### config.mk
export PLATFORM = sky130hd
export DESIGN_NAME = regfile_sb
export DESIGN_NICKNAME = d
export VERILOG_FILES = /design/src/rtl/regfile_pkg.sv /design/src/rtl/regfile_scoreboard.sv /design/src/rtl/regfile_sb.sv
export SDC_FILE = /design/constraint.sdc
export NUM_CORES = 2
export LEC_CHECK = 0
export ABC_AREA = 0
export BUFFER_PORTS_ARGS = -buffer_cell sky130_fd_sc_hd__buf_4
export CAP_MARGIN = 20
export CORE_MARGIN = 4
export CORE_UTILIZATION = 53
export CTS_CLUSTER_DIAMETER = 200
export DETAILED_ROUTE_END_ITERATION = 8
export PLACE_DENSITY = 0.69
export SYNTH_ARGS = -nofsm -noshare
export SYNTH_HDL_FRONTEND = slang
export SYNTH_SLANG_ARGS = --single-unit
### constraint.sdc
create_clock -name clk -period 9.1 [get_ports clk]
set_input_delay 0.455 -clock clk [delete_from_list [all_inputs] [get_ports clk]]
set_output_delay 0.455 -clock clk [all_outputs]
set_load 0.01 [all_outputs]
### src/rtl/regfile_pkg.sv
// Shared defaults and types for the scoreboarded register file.
package regfile_pkg;
  localparam int XLEN_DEF = 32;
  localparam int NREG_DEF = 32;
  localparam int AW_DEF   = $clog2(NREG_DEF);

  typedef logic [AW_DEF-1:0] reg_addr_t;

  localparam reg_addr_t ZERO_REG = '0;
endpackage

### src/rtl/regfile_scoreboard.sv
// Write-pending scoreboard: busy bits, issue acceptance and pending-write count.
module regfile_scoreboard
  import regfile_pkg::*;
#(
  parameter  int NREG = NREG_DEF,
  localparam int AW   = $clog2(NREG)
) (
  input  logic            clk,
  input  logic            rst,
  input  logic            issue_valid,
  input  logic [AW-1:0]   issue_rd,
  output logic            issue_ready,
  input  logic            we,
  input  logic [AW-1:0]   waddr,
  output logic [NREG-1:0] busy,
  output logic [AW:0]     pend_cnt
);
  logic            set_en;
  logic            clr_en;
  logic [NREG-1:0] busy_nx;
  logic [AW:0]     inc;
  logic [AW:0]     dec;

  assign issue_ready = (issue_rd == '0) || !busy[issue_rd];
  assign set_en      = issue_valid && issue_ready && (issue_rd != '0);
  assign clr_en      = we && (waddr != '0) && busy[waddr];
  assign inc         = {{AW{1'b0}}, set_en};
  assign dec         = {{AW{1'b0}}, clr_en};

  // Clear is applied before set so a same-register reservation wins.
  always_comb begin
    busy_nx = busy;
    if (clr_en) busy_nx[waddr] = 1'b0;
    if (set_en) busy_nx[issue_rd] = 1'b1;
  end

  always_ff @(posedge clk) begin
    if (rst) begin
      busy     <= '0;
      pend_cnt <= '0;
    end else begin
      busy     <= busy_nx;
      pend_cnt <= pend_cnt + inc - dec;
    end
  end
endmodule

### src/rtl/regfile_sb.sv
// Parametrised NRD-read/1-write register file with write-pending scoreboard.
// Optional same-cycle write-to-read forwarding under REGFILE_BYPASS_EN.
module regfile_sb
  import regfile_pkg::*;
#(
  parameter  int XLEN = XLEN_DEF,
  parameter  int NREG = NREG_DEF,
  parameter  int NRD  = 2,
  localparam int AW   = $clog2(NREG)
) (
  input  logic              clk,
  input  logic              rst,
  input  logic [NRD*AW-1:0] raddr,
  output logic [NRD*XLEN-1:0] rdata,
  output logic [NRD-1:0]    rbusy,
  input  logic              issue_valid,
  input  logic [AW-1:0]     issue_rd,
  output logic              issue_ready,
  input  logic              we,
  input  logic [AW-1:0]     waddr,
  input  logic [XLEN-1:0]   wdata,
  output logic [AW:0]       pend_cnt
);
  logic [XLEN-1:0] regs [NREG];
  logic [NREG-1:0] busy;

  regfile_scoreboard #(.NREG(NREG)) u_sb (
    .clk         (clk),
    .rst         (rst),
    .issue_valid (issue_valid),
    .issue_rd    (issue_rd),
    .issue_ready (issue_ready),
    .we          (we),
    .waddr       (waddr),
    .busy        (busy),
    .pend_cnt    (pend_cnt)
  );

  always_ff @(posedge clk) begin
    if (rst) begin
      for (int unsigned i = 0; i < NREG; i++) regs[i] <= '0;
    end else if (we && (waddr != '0)) begin
      regs[waddr] <= wdata;
    end
  end

  always_comb begin
    logic [AW-1:0] ra;
    rdata = '0;
    rbusy = '0;
    for (int unsigned p = 0; p < NRD; p++) begin
      ra = raddr[p*AW +: AW];
      rdata[p*XLEN +: XLEN] = (ra == '0) ? '0 : regs[ra];
      rbusy[p] = busy[ra];
`ifdef REGFILE_BYPASS_EN
      if (we && (waddr != '0) && (waddr == ra)) begin
        rdata[p*XLEN +: XLEN] = wdata;
        rbusy[p] = 1'b0;
      end
`endif
    end
  end
endmodule

Word-level counts from Yosys, hierarchy flattened
Memory sizes are Yosys's and may differ from the RTL's. Cells that the tools add are included.

Magnitude comparators: 6. Mux-type cells: 24. Add/sub/neg operators: 2. Bitwise logic cells: 3. Reduce and logical (&&, ||, !) cells: 14.

Operators by type and width (number): 32-bit two-way mux (5); 32-bit bitwise AND (1); 32-bit inverter (1); 32-bit bitwise OR (1); 32-bit OR reduction (1); 5-bit by 6-bit less-than comparator with 1-bit output, second input constant (4); 1-bit binary-select mux with 5-bit select (4); 5-bit zero test (3); 1-bit two-way mux (12); 1-bit demux with 5-bit select (2); 5-bit by 1-bit greater-or-equal comparator with 1-bit output, second input constant (2); 5-bit nonzero test (2); 6-bit by 1-bit adder with 6-bit output (1); 1-bit logical AND (6); 6-bit by 1-bit subtractor with 6-bit output (1); 5-bit two-way mux (1); 1-bit zero test (1); 1-bit logical OR (1).

Memories kept: 1. Flip-flop bits (word level): 38. Input port bits: 56. RAM bits: 1024. Logic and storage cells: 52.

Memory list: regs (depth 32, width 32, rd ports 2, clocked after Yosys merged registers in 0, wr ports 32, RTL line regfile_sb.sv:24) `logic [XLEN-1:0] regs [NREG];`.

Longest topological paths before layout
Depth in word-level cells: 9. Gate-level depth with buffers: 16. Depth with buffers taken out: 14.

Hierarchy
A second synthesis with hierarchy kept.

Cells, all modules: 4062. Area total of the unflattened synthesis: 57731.6 sq um.

Modules (own cells, without submodules): regfile_sb (times used 1, area each 55339.3 sq um, cells each 3781); regfile_scoreboard (times used 1, area each 2392.3 sq um, cells each 281).

Least setup slack after synthesis
No wires, ideal clock.

Path kind: input to register. Start point: in rst. End point: mem regs[15][0] in the netlist's numbering (enable). Arrival time: 3536 ps. Required time: 8634 ps. Setup slack: 5098 ps. Stages: 5. Buffers on the path: 2. Path through: clkbuf_1 > nor2b_1 > nand3_1 > clkbuf_1 > o21ai_0.

RTL lines: from (decl) (RTL line regfile_sb.sv:12) `input logic rst,`; to (decl) (RTL line regfile_sb.sv:24).

Worst setup path after layout
Start point: in raddr[0]. End point: out rdata[20].

Word-level cells in the longest chain between the ends: 2. Elaborated cells on any way between the ends: 3. Classes of those cells: 1 x mux; 1 x reduce/logical; 1 x memory.

RTL lines: from (decl) (RTL line regfile_sb.sv:13) `input logic [NRD*AW-1:0] raddr,`; memory read 32 x 32 bit / 5-bit zero test (equally long branches); 32-bit two-way mux (*) (RTL line regfile_sb.sv:53) `rdata[p*XLEN +: XLEN] = (ra == '0) ? '0 : regs[ra];`; to (decl) (RTL line regfile_sb.sv:14) `output logic [NRD*XLEN-1:0] rdata,`.

Mark *: on every way between the ends. The rest lies on a longest branch, timed or not.

==> flow_summary.ini <==
[routing]
via_per_inst = 7.04
dr.pass1.iters = 5
ant_nets = 0
drt-initial-drc-count = 5605
drt-total-wl_mm = 191
via_count = 35800
drc_errors = 0
wl_per_cell_microns = 37.5

[sta]
setup_ws_ns = 4.30
fmax_mhz = 208
setup_viol = 0
fin_crit_ns = 4.80
tns_ns = 0
tightest_slew_ns = 1.18
rsz0062_at_grt = no
maxSlewHeadroom = 0.215
skew_ns = 0.0215
drv_slew = 0
hold_viol_final = 0
min_period_over_period = 0.527
hold-worst-slack_ns = 0.129

[power]
peakVddDrop_uv = 158
switching_share = 0.248
power_frac_clock = 0.390
power_frac_seq = 0.482
p_switching_mw = 2.97
power_leakage_nw = 21.6
power_frac_comb = 0.128
power_density_mw_per_mm2 = 189
p_int_mw = 9.03

[floorplan]
num_rows = 120
core_sq_mm = 0.107
fp.dieW_microns = 336
die_y_microns = 336
die_area_sq_mm = 0.113
start_util = 0.533
io_pins = 129

[placed_design]
numPortBuffers = 128
place_congestion = 0.869
place_ws_ns = 4.24
dp_hpwl_mm = 101

[global_route]
grt_pass1_wl_mm = 271
gr-total-overflow = 0
grtUsageMet1 = 0.448
grt_util_met3 = 0.106
grt_usage = 0.343
grt_use_met2 = 0.533
gr-max-usage-layer = met2
antenna_found_initial = 20
grt_pass1_vias = 37100
grt_max_degree = 146

[synth]
ys_ff_latch = 1062
synth_area_sq_mm = 0.0570
syn_inst = 3597
async_flop_share = 0
avgSynthCellArea_sq_um = 15.8
ys_types = 61
yosysWarnings = 0
yosys_most_used_dff = edfxtp_1
synth_edf_count = 1024
ys_seq_area_frac = 0.553

[cts]
cts_hold_buf = 0
numCtsBuffers = 111
h-tree-depth = 3
insertion_delay_ns = 0.72
cts_sinks = 1062
cts_tree = done
cts_buffer_depth = 3
cts_setup_buffers = 0
ctsResizeCount = 0
clkTransAtPathRegs_ns = 0.06
cts_root_buffer = clkbuf_16

[worst_setup_path]
critical_path_class = in2out
rr_endpoint = u_sb.pend_cnt[4]
max_stage_delay_ns = 0.72
required_ns = 8.65
cp_slowest_cell = buf_4
path_depth = 8
start_kind = input pin
cp.arrival_ns = 4.34
path_delay_family = buffers and inverters
rr_worst_depth = 14
reg2reg_slack_ns = 5.64
timing.rr.start = u_sb.busy[23]
path_max_fanout = 62
critical_path_buf_inv_count = 5
crit_top_cell = buf_4
path_cells = buf_8, buf_4, buf_4, mux4_2, mux4_2, inv_1, o21ai_0, buf_4
crit_path_end_kind = output pin

[min_path]
whs_path_depth = 2
min_from = rst
hold_class = in2reg
min_to = u_sb.pend_cnt[4]

[status]
status = finished, final reports clean

[layout]
fillers = 7959
final_cell_mix = edfxtp_1, and2_1, mux4_2, buf_4, clkbuf_16
area_growth_pct = 11.2
drive_gt1_frac = 0.312
fin_nets = 3647
final_common_cell = edfxtp_1

[flow_run]
cap_violations = 0
-- layout make-up --
type / instances / area, sq um / area share
clock buffers: 126 / 2860 / 0.0451
clock inverters: 76 / 826 / 0.0130
diodes: 7 / 17.5 / 0.000277
repair buffers: 226 / 1780 / 0.0281
flip-flops and latches: 1062 / 31500 / 0.498
multi-input cells: 2103 / 24300 / 0.383
well taps: 1403 / 1760 / 0.0277
inverters: 80 / 302 / 0.00476
-- power by group through the flow --
stage               Sequential [mW]  Combinational (mW)  Clock [mW]
floorplan                      5.83               0.969           0
global placement               5.84                1.49           0
detailed placement             5.87                1.52           0
CTS                            5.77                1.52        4.71
global route                   5.80                1.60        4.93
finish                         5.78                1.54        4.68
-- flip-flops by register name (all words and copies together), names as in the netlist --
signal and count:
regs 1024, u_sb.busy 32, u_sb.pend_cnt 6
-- worst max-delay path by stage --
stage | endpoint | start
floorplan | regs[15][0] | rst
global placement | rdata[18] | raddr[0]
detailed placement | rdata[7] | raddr[0]
CTS | rdata[7] | raddr[0]
global route | rdata[20] | raddr[0]
finish | rdata[20] | raddr[0]
-- metal layers --
metal,share of wire,wire length [microns]
met1,0.34,65100
met2,0.47,89500
met3,0.14,26100
met5,0.00026,49
met4,0.052,9890
-- cell usage after synthesis (15+ instances only) --
cell type	instances	area share
inv_1	80	0.0053
o21ai_0	97	0.0085
clkbuf_1	294	0.019
buf_1	15	0.00099
mux4_2	669	0.26
and2_1	995	0.11
a21oi_1	20	0.0018
edfxtp_1	1024	0.54
nor2_1	44	0.0029
dfxtp_1	38	0.013
nand2_1	105	0.0069
buf_2	70	0.0061
-- metrics by stage --
step           power [mW]  area [sq um]   util  std cells
6_report             12.0         63300  0.592       5083
5_1_grt              12.3         63300  0.592       5079
4_1_cts              12.0         63300  0.592       5075
3_5_place_dp         7.39         59600  0.558       4873
3_3_place_gp         7.33         59600  0.558       4873
2_1_floorplan        6.80         57100      -       3628
-- cells by family (layout without fill, tap and decap cells) --
group / Yosys count / after routing / synth area share
AO/OA/AOI/OAI: 171 / 171 / 0.0183
flip-flops: 1062 / 1062 / 0.553
buffers and inverters: 463 / 508 / 0.0327
other: 1 / 39 / 0.0000658
AND/OR/NAND/NOR: 1203 / 1203 / 0.126
multiplexers: 685 / 685 / 0.267
XOR/XNOR: 5 / 5 / 0.000769
adder cells (fa/ha/maj): 7 / 7 / 0.00167
Power figures use the tool's default switching activity.
